### src/rtl/noc_pkg.sv
// noc_pkg: shared sizes, configure-word field offsets and channel state encoding
package noc_pkg;
  localparam int N_NODES      = 4;
  localparam int CFG_W        = 11;
  localparam int LEN_W        = 7;
  localparam int SETUP_CYCLES = 2;
  localparam int TIMEOUT      = 255;
  localparam int VALID_B      = 3;
  localparam int DEST_LSB     = 1;
  localparam int MODE_B       = 0;
  localparam int LEN_LSB      = 4;
  typedef enum logic [1:0] {IDLE, SETUP, ACTIVE, TEARDOWN} ch_state_e;
endpackage

### src/rtl/noc_path_channel.sv
// noc_path_channel: one source's path lifecycle with setup hold, burst count and idle timeout
module noc_path_channel
  import noc_pkg::*;
(
  input  logic             clock,
  input  logic             reset,
  input  logic             grant,
  input  logic [CFG_W-1:0] req_cfg,
  input  logic             flit_done,
  output logic             busy,
  output logic             teardown,
  output logic [1:0]       dest,
  output logic [CFG_W-1:0] p_configure,
  output logic             err
);
  localparam logic [1:0] SETUP_LAST = 2'(SETUP_CYCLES - 1);
  localparam logic [7:0] TMR_LAST   = 8'(TIMEOUT - 1);
  ch_state_e        st, st_n;
  logic [CFG_W-1:0] cfg;
  logic [1:0]       sc, sc_n;
  logic [LEN_W:0]   cnt, cnt_n;
  logic [7:0]       tmr, tmr_n;
  logic             err_n;
  logic [LEN_W-1:0] len;
  assign len      = cfg[LEN_LSB +: LEN_W];
  assign busy     = st != IDLE;
  assign teardown = st == TEARDOWN;
  assign dest     = cfg[DEST_LSB +: 2];
  always_comb begin
    st_n  = st;
    sc_n  = sc;
    cnt_n = cnt;
    tmr_n = tmr;
    err_n = 1'b0;
    case (st)
      IDLE: begin
        st_n = grant ? SETUP : IDLE;
        sc_n = '0;
      end
      SETUP: begin
        sc_n = sc + 2'd1;
        if (sc == SETUP_LAST) begin
          st_n  = ACTIVE;
          cnt_n = (len == '0) ? {1'b1, {LEN_W{1'b0}}} : {1'b0, len};
          tmr_n = '0;
        end
      end
      ACTIVE:
        if (!req_cfg[VALID_B]) st_n = TEARDOWN;
        else if (flit_done) begin
          cnt_n = cnt - 8'd1;
          tmr_n = '0;
          if (cnt == 8'd1) st_n = TEARDOWN;
        end else if (tmr == TMR_LAST) begin
          st_n  = TEARDOWN;
          err_n = 1'b1;
        end else tmr_n = tmr + 8'd1;
      default: st_n = IDLE;
    endcase
  end
  always_ff @(posedge clock or negedge reset)
    if (!reset) begin
      st          <= IDLE;
      cfg         <= '0;
      sc          <= '0;
      cnt         <= '0;
      tmr         <= '0;
      err         <= 1'b0;
      p_configure <= '0;
    end else begin
      st          <= st_n;
      sc          <= sc_n;
      cnt         <= cnt_n;
      tmr         <= tmr_n;
      err         <= err_n;
      if (st == IDLE && grant) cfg <= req_cfg;
      p_configure <= (st == SETUP || st == ACTIVE) ? cfg : '0;
    end
endmodule

### src/rtl/noc_path_scheduler.sv
// noc_path_scheduler: round-robin grant of source-to-destination mesh paths with per-node exclusivity
module noc_path_scheduler
  import noc_pkg::*;
(
  input  logic                     clock,
  input  logic                     reset,
  input  logic [N_NODES*CFG_W-1:0] req_cfg,
  input  logic [N_NODES-1:0]       flit_done,
  input  logic                     hold_all,
  output logic [N_NODES*CFG_W-1:0] p_configure,
  output logic                     block_all_paths,
  output logic [N_NODES-1:0]       grant,
  output logic [N_NODES-1:0]       busy,
  output logic [N_NODES-1:0]       err
);
  logic [1:0]         rr_ptr, rr_n, idx, rel_cnt;
  logic [N_NODES-1:0] dest_busy, dest_set, dest_clr, elig, valid, self_hit, armed;
  logic [N_NODES-1:0] gnt_n, teardown, ch_err, self_err;
  logic [1:0]         req_dest [N_NODES];
  logic [1:0]         ch_dest [N_NODES];
  for (genvar i = 0; i < N_NODES; i++) begin : g_ch
    assign valid[i]    = req_cfg[i*CFG_W + VALID_B];
    assign req_dest[i] = req_cfg[i*CFG_W + DEST_LSB +: 2];
    assign self_hit[i] = !busy[i] && valid[i] && req_dest[i] == 2'(i);
    assign elig[i]     = !busy[i] && valid[i] && req_dest[i] != 2'(i) && !dest_busy[req_dest[i]] && !hold_all;
    noc_path_channel u_ch (
      .clock       (clock),
      .reset       (reset),
      .grant       (gnt_n[i]),
      .req_cfg     (req_cfg[i*CFG_W +: CFG_W]),
      .flit_done   (flit_done[i]),
      .busy        (busy[i]),
      .teardown    (teardown[i]),
      .dest        (ch_dest[i]),
      .p_configure (p_configure[i*CFG_W +: CFG_W]),
      .err         (ch_err[i])
    );
  end
  always_comb begin
    gnt_n = '0;
    rr_n  = rr_ptr;
    idx   = rr_ptr;
    for (int k = 0; k < N_NODES; k++) begin
      if (gnt_n == '0 && elig[idx]) begin
        gnt_n[idx] = 1'b1;
        rr_n       = idx + 2'd1;
      end
      idx = idx + 2'd1;
    end
  end
  // a destination freed by TEARDOWN is only visible to the arbiter one cycle later
  always_comb begin
    dest_set = '0;
    dest_clr = '0;
    for (int j = 0; j < N_NODES; j++) begin
      if (gnt_n[j]) dest_set[req_dest[j]] = 1'b1;
      if (teardown[j]) dest_clr[ch_dest[j]] = 1'b1;
    end
  end
  always_ff @(posedge clock or negedge reset)
    if (!reset) begin
      rr_ptr    <= '0;
      dest_busy <= '0;
      grant     <= '0;
      self_err  <= '0;
      armed     <= '1;
      rel_cnt   <= '0;
    end else begin
      rr_ptr    <= rr_n;
      dest_busy <= (dest_busy & ~dest_clr) | dest_set;
      grant     <= gnt_n;
      self_err  <= self_hit & armed;
      armed     <= ~valid | (armed & ~self_hit);
      rel_cnt   <= (rel_cnt == 2'd2) ? rel_cnt : rel_cnt + 2'd1;
    end
  assign err             = self_err | ch_err;
  assign block_all_paths = hold_all | (rel_cnt != 2'd2);
endmodule

### config.mk
export PLATFORM = sky130hd
export DESIGN_NAME = noc_path_scheduler
export DESIGN_NICKNAME = d
export VERILOG_FILES = /design/src/rtl/noc_pkg.sv /design/src/rtl/noc_path_channel.sv /design/src/rtl/noc_path_scheduler.sv
export SDC_FILE = /design/constraint.sdc
export NUM_CORES = 1
export LEC_CHECK = 0
export ABC_AREA = 1
export ABC_CLOCK_PERIOD_IN_PS = 3100
export CORE_ASPECT_RATIO = 0.7
export CORE_MARGIN = 3
export CORE_UTILIZATION = 66
export CTS_BUF_LIST = sky130_fd_sc_hd__clkbuf_8
export DETAILED_ROUTE_END_ITERATION = 7
export DONT_BUFFER_PORTS = 1
export MAX_ROUTING_LAYER = met4
export PLACE_DENSITY_LB_ADDON = 0.05
export SLEW_MARGIN = 20
export SYNTH_ARGS = -nofsm -noshare
export SYNTH_HDL_FRONTEND = slang
export SYNTH_SLANG_ARGS = --single-unit
### constraint.sdc
create_clock -name clock -period 3.1 [get_ports clock]
set_clock_uncertainty 0.05 [all_clocks]
set_input_delay 0.62 -clock clock [delete_from_list [all_inputs] [get_ports clock]]
set_output_delay 0.62 -clock clock [all_outputs]
set_load 0.1 [all_outputs]
# Yosys cells after proc, flatten, opt, wreduce, memory -nomap -nowiden
# Cells that the tools add are included.
totals:
  inputBits: 51
  ff_bits: 192
  output_inout_bits: 57
classes:
  n_mux: 148
  bitwise_logic: 19
  eq_ne: 56
  add_sub_neg: 17
  n_reduce_logical: 90
  n_lt_le_gt_ge: 24
ops:
  columns: ["op", "count"]
  rows:
  - ["$mux 8", 32]
  - ["$pmux 8 s2", 8]
  - ["$mux 2", 24]
  - ["$mux 4", 12]
  - ["$or 4x4->4", 12]
  - ["$mux 11", 4]
  - ["$mux 1", 40]
  - ["$logic_and 1x1->1", 39]
  - ["$lt 2x3->1 const B", 12]
  - ["$add 8x1->8 const B", 4]
  - ["$eq 8x1->1 const B", 4]
  - ["$eq 8x8->1 const B", 4]
  - ["$ne 4x3->1 const B", 8]
  - ["$reduce_and 4->1", 8]
  - ["$sub 8x1->8 const B", 4]
  - ["$logic_not 7->1", 4]
  - ["$reduce_bool 2->1", 13]
  - ["$demux 1 s2", 12]
  - ["$ge 2x1->1 const B", 12]
  - ["$pmux 2 s3", 4]
  - ["$eq 2x2->1 const B", 11]
  - ["$ne 2x2->1 const B", 11]
  - ["$add 2x1->2 const B", 9]
  - ["$eq 2x1->1 const B", 9]
  - ["other kinds (13)", 54]

# Logic depth before layout (Yosys ltp)
depth:
  depth_word: 26
  mapped_depth: 24
  ltp_nobuf: 24

# Hierarchy
# A second synthesis with hierarchy kept.
unflattened:
  cells_unflattened: 1401
  hier_area_um2: 10794.1
modules_own_cells:
  columns: ["module", "cells_per_inst", "instances", "area_per_inst_um2"]
  rows:
  - ["noc_path_channel", 278, 4, 2219.6]
  - ["noc_path_scheduler", 289, 1, 1915.6]

# Worst setup path before layout
# No wires, ideal clock.
synth_timing:
  kind: "register to register"
  start: "register g_ch[1].u_ch.st[1]"
  end: "register g_ch[2].u_ch.st[0]"
  path_buffers: 1
  arrival_ns: 2.520
  slack_ns: 0.408
  setup_ns: 0.122
  synth_period_minus_slack_ns: 2.692
  stages_incl_launch_ff: 23
  t_required_ns: 2.928
  path_cell_list: "dfrtp_1 > inv_1 > ha_1 > nand2_1 > nor2_1 > nand2_1 > nor2_2 > nand3_1 > nand2_1 > nand2_1 > nand2_2 > o31ai_2 > nand3_1 > nand3_2 > nor2_4 > nand3_1 > nand2_2 > nor2_4 > nand3_2 > nand2_2 > buf_6 > nand3_1 > a21oi_1"
synth_via:
  elab_chain_len: 20
  elab_cells_between_ends: 29
  cone_classes: "14 x mux; 3 x bitwise; 12 x reduce/logical"
synth_lines:
  columns: ["element", "line_no", "text"]
  rows:
  - ["start, declared", "noc_path_channel.sv:18", "ch_state_e st, st_n;"]
  - ["start signal, assigned", "noc_path_channel.sv:71", "st <= st_n;"]
  - ["$reduce_bool 2->1 *", "noc_path_channel.sv:26", "assign busy = st != IDLE;"]
  - ["$logic_not 1->1 *", "noc_path_scheduler.sv:25", "assign elig[i] = !busy[i] && valid[i] && req_dest[i] != 2'(i) && !dest_busy[req_dest[i]] && !hold_all;"]
  - ["$logic_and 1x1->1 * (4 in a row)", "noc_path_scheduler.sv:25", null]
  - ["$bmux 1 s2", "noc_path_scheduler.sv:44", "if (gnt_n == '0 && elig[idx]) begin"]
  - ["$mux 1 (not written as such)", "noc_path_scheduler.sv:44", null]
  - ["$mux 4", "noc_path_scheduler.sv:44", null]
  - ["$logic_not 4->1", "noc_path_scheduler.sv:44", null]
  - ["$logic_and 1x1->1", "noc_path_scheduler.sv:44", null]
  - ["[2 not listed]", null, null]
  - ["$logic_and 1x1->1", "noc_path_scheduler.sv:44", null]
  - ["$mux 4", "noc_path_scheduler.sv:44", null]
  - ["$logic_not 4->1", "noc_path_scheduler.sv:44", null]
  - ["$logic_and 1x1->1", "noc_path_scheduler.sv:44", null]
  - ["$mux 4 *", "noc_path_scheduler.sv:44", null]
  - ["net g_ch[2].u_ch.grant", "noc_path_channel.sv:7", "input logic grant,"]
  - ["$mux 1 *", "noc_path_channel.sv:37", "st_n = grant ? SETUP : IDLE;"]
  - ["$pmux 2 s3 *", "noc_path_channel.sv:35", "case (st)"]
  - ["end signal, assigned", "noc_path_channel.sv:71", null]
  - ["end, declared", "noc_path_channel.sv:18", null]
# Mark *: on every way through the listed nets, which the timed path passes. The rest lies on a longest branch. The select of a mux whose other input is x is not followed.
# A chain may end at the register's enable or synchronous reset.

# Worst setup path in the final report
layout_timing:
  start: "register g_ch[2].u_ch.st[1]"
  end: "register g_ch[1].u_ch.cfg[2]"
layout_via:
  elab_chain_len: 19
  elab_cells_between_ends: 28
  cone_classes: "12 x mux; 3 x bitwise; 13 x reduce/logical"
layout_lines:
  columns: ["element", "line_no", "text"]
  rows:
  - ["$reduce_bool 2->1 *", "noc_path_channel.sv:26", null]
  - ["$logic_not 1->1 *", "noc_path_scheduler.sv:25", null]
  - ["$logic_and 1x1->1 * (4 in a row)", "noc_path_scheduler.sv:25", null]
  - ["$bmux 1 s2", "noc_path_scheduler.sv:44", null]
  - ["$mux 1 (not written as such)", "noc_path_scheduler.sv:44", null]
  - ["$mux 4", "noc_path_scheduler.sv:44", null]
  - ["$logic_not 4->1", "noc_path_scheduler.sv:44", null]
  - ["$logic_and 1x1->1", "noc_path_scheduler.sv:44", null]
  - ["$mux 4", "noc_path_scheduler.sv:44", null]
  - ["$logic_not 4->1", "noc_path_scheduler.sv:44", null]
  - ["$logic_and 1x1->1", "noc_path_scheduler.sv:44", null]
  - ["$mux 4", "noc_path_scheduler.sv:44", null]
  - ["$logic_not 4->1", "noc_path_scheduler.sv:44", null]
  - ["$logic_and 1x1->1", "noc_path_scheduler.sv:44", null]
  - ["$mux 4 *", "noc_path_scheduler.sv:44", null]
  - ["$logic_and 1x1->1 *", "noc_path_channel.sv:76", "if (st == IDLE && grant) cfg <= req_cfg;"]
  - ["end signal, assigned", "noc_path_channel.sv:76", null]
  - ["end, declared", "noc_path_channel.sv:19", "logic [CFG_W-1:0] cfg;"]
# Mark *: on every way between the ends. The rest lies on a longest branch, timed or not. The select of a mux whose other input is x is not followed.

==> flow_summary.ini <==
[sta]
max_freq_mhz = 323
holdWs_ps = -229
fin_crit_ps = 3090
slew_headroom_pct = 37.3
hold_viol_final = 188
slew_violations = 0
finalSetupViolCount = 0
tightest_slew_ps = 942
fin_crit_sh_pct = 99.8

[grt]
grt_pass1_wl_mm = 36.8
grt_pass1_vias = 7528
grt_usage_pct = 28.4
overflow = 0
grt_max_degree = 193
antenna_found_initial = 0

[flow_run]
max_cap_violations = 0

[worst_setup_path]
reg2reg_from = g_ch[2].u_ch.st[1]$_DFFE_PN0P_
slowest_stage = dfrtp_1
critPathLaunchType = register
cpPeakStageDelay_ps = 430
worstPathArrival_ps = 3420
cp.depth = 22
worst-path-max-fanout = 7
crit_start = g_ch[2].u_ch.st[1]$_DFFE_PN0P_
ff2ff_path_depth = 22
r2r_slack_ps = 7
worstSetupEndpointType = register
cp-endpoint = g_ch[1].u_ch.cfg[2]$_DFFE_PN0P_
critPathKind = reg -> reg
path_buf_inv = 3
critPathRequiredTime_ps = 3430
crit_chain = inv_2 > ha_4 > nand2_4 > nor2_2 > nand2_1 > nor2_2 > nand3_2 > nand2_1 > nand2_2 > nand2_4 > o31ai_4 > nand3_2 > nand3_2 > nor2_4 > nand3_2 > nand2_2 > buf_4 > inv_1 > nand2_8 > nand2_4 > nand2_1 > o21ai_1
cp_common_cell = nand3_2
crit_family = simple AND/OR/NAND/NOR gates
reg2reg_to = g_ch[1].u_ch.cfg[2]$_DFFE_PN0P_

[floorplan]
core_area_sq_mm = 0.0143
die_area_sq_mm = 0.0165
ios = 108
std_cell_rows = 36
die_w_um = 152
start_util_pct = 69.3
die_h_um = 108

[drt]
routed_wl_mm = 23.9
drc = 0
drt-pass1-iter-count = 5
routed_via_density = 5.70
ant_nets = 0
drt_iter0_markers = 679
vias = 8360
wl_per_cell_um = 16.3

[cts]
clockBufferDepth = 2
cts_htree_levels = 4
cts_buffers = 17
cts_tree = yes
clock-root-buffer = clkbuf_8
clkSinkCount = 192
cts.clk_slew.worst_paths_ps = 100
insertion_delay_ps = 480

[synthesis]
synth_edf_count = 0
yosys_register_bits = 192
avgSynthCellArea_sq_um = 8.17
syn_inst = 1211
synth_warnings = 0
synthFlopType = dfrtp_1
async_flop_share_pct = 100
syn-num-nets = 1306
synth_area_sq_mm = 0.00990
ys_seq_area_share_pct = 48.6
yosysUniqueCellTypes = 40

[outcome]
violations = hold timing
status = finished, violations left

[finish]
layout-drive-gt1-share_pct = 14.8
finalNetCount = 1358
synthToLayoutAreaGrowth_pct = 13.4
antenna_cells = 0

[placed_design]
hpwl_mm = 15.9
portBuffers = 0
gp_congestion = 0.951

[min_path]
worstHoldPathType = in -> async
cells in the mapped netlist (3+ instances only):
library cell	n	area, sq um
nand3_1	95	475
buf_4	7	52.6
inv_1	192	721
a21oi_1	44	220
or2_2	12	75.1
nor4_1	10	62.6
nand4_1	12	75.1
nand2_4	3	33.8
clkinv_1	3	11.3
buf_6	5	56.3
nand2_1	267	1000
nor2_4	4	45.0
dfstp_2	4	105
nor2_1	90	338
nor3_1	28	140
o21ai_1	8	40.0
o22ai_1	5	31.3
o211ai_1	9	67.6
nand3_2	7	70.1
xor2_1	15	131
nor3b_1	11	82.6
nand2_2	10	62.6
dfrtp_1	188	4700
inv_2	3	11.3
o31ai_1	3	22.5
ha_1	44	551
a31oi_1	15	93.8
clkbuf_1	15	56.3
a22oi_1	5	37.5
o21ai_0	82	410
what timing repair did:
action,CTS,global route
cloned,0,6
endpoints found under the setup margin,41,56
buffers inserted,2,33
hold endpoints to repair,192,192
gates resized for setup,4,74
pin swaps,2,39
through the flow:
stage | area [sq um] | setup TNS [ps] | cells | util [%] | setup slack, ps
2_1_floorplan | 9900 | 0 | 1211 | - | 408
3_3_place_gp | 10100 | 0 | 1393 | 70.9 | 121
3_5_place_dp | 10100 | -83.0 | 1393 | 70.9 | -20.6
4_1_cts | 10600 | 0 | 1427 | 74.1 | 3.85
5_1_grt | 11200 | -6100 | 1466 | 78.6 | -186
6_report | 11200 | 0 | 1466 | 78.6 | 6.54
kinds of logic (layout without fill, tap and decap cells):
kind of cell    count (synthesis)  after routing  share of synthesized area, %
compound gates                178            178                          9.95
xor+xnor                       17             17                          1.50
fa+ha+maj                      44             44                          5.56
buf+inv                       228            289                          9.33
flops                         192            192                          48.6
simple gates                  552            556                          25.1
how the worst min path moves through the flow:
| stage | startpoint | to | slack (ps) | cells past startpoint |
|---|---|---|---|---|
| floorplan | reset | dest_busy[0]$_DFF_PN0_ | 270 | 0 |
| CTS | reset | g_ch[0].u_ch.cnt[0]$_DFFE_PN0P_ | -250 | 0 |
| global route | reset | g_ch[0].u_ch.cnt[4]$_DFFE_PN0P_ | -270 | 0 |
| global placement | reset | g_ch[0].u_ch.cnt[6]$_DFFE_PN0P_ | 280 | 0 |
| detailed placement | reset | g_ch[0].u_ch.p_configure[4]$_DFF_PN0_ | 280 | 0 |
| finish | reset | g_ch[0].u_ch.cnt[4]$_DFFE_PN0P_ | -230 | 0 |
placed cells by master (no fill, tap or decap), types with 19 or more instances in the layout:
master / n
nand3_2: 19
nor3_1: 26
ha_1: 40
a21oi_1: 44
inv_1: 182
nand2_1: 256
buf_4: 54
nor2_1: 88
nand3_1: 78
dfrtp_1: 187
o21ai_0: 82
routing by layer:
metal	track usage [%]	vias to the layer above	share of wire, %
li1	-	3997	-
met1	40.4	3951	45
met2	42.6	373	45
met3	5.36	39	8.4
met4	7.95	0	1.5
met5	-	-	0
registers in the layout (all words and copies together) (netlist names):
name	cells
armed	4
dest_busy	4
g_ch.u_ch.cfg	44
g_ch.u_ch.cnt	32
g_ch.u_ch.err	4
g_ch.u_ch.p_configure	44
g_ch.u_ch.sc	8
g_ch.u_ch.st	8
g_ch.u_ch.tmr	32
grant	4
rel_cnt	2
rr_ptr	2
self_err	4
cell type report:
type | count | area (sq um)
Sequential cell | 192 | 4810
Clock inverter | 14 | 181
Clock buffer | 18 | 248
Fill cell | 930 | 3050
Tap cell | 190 | 238
Inverter | 199 | 757
Multi-Input combinational cell | 795 | 4530
Timing Repair Buffer | 58 | 462
Power is not shown: default switching activity piles up to over one toggle a cycle in this logic, so the estimate is an artifact.
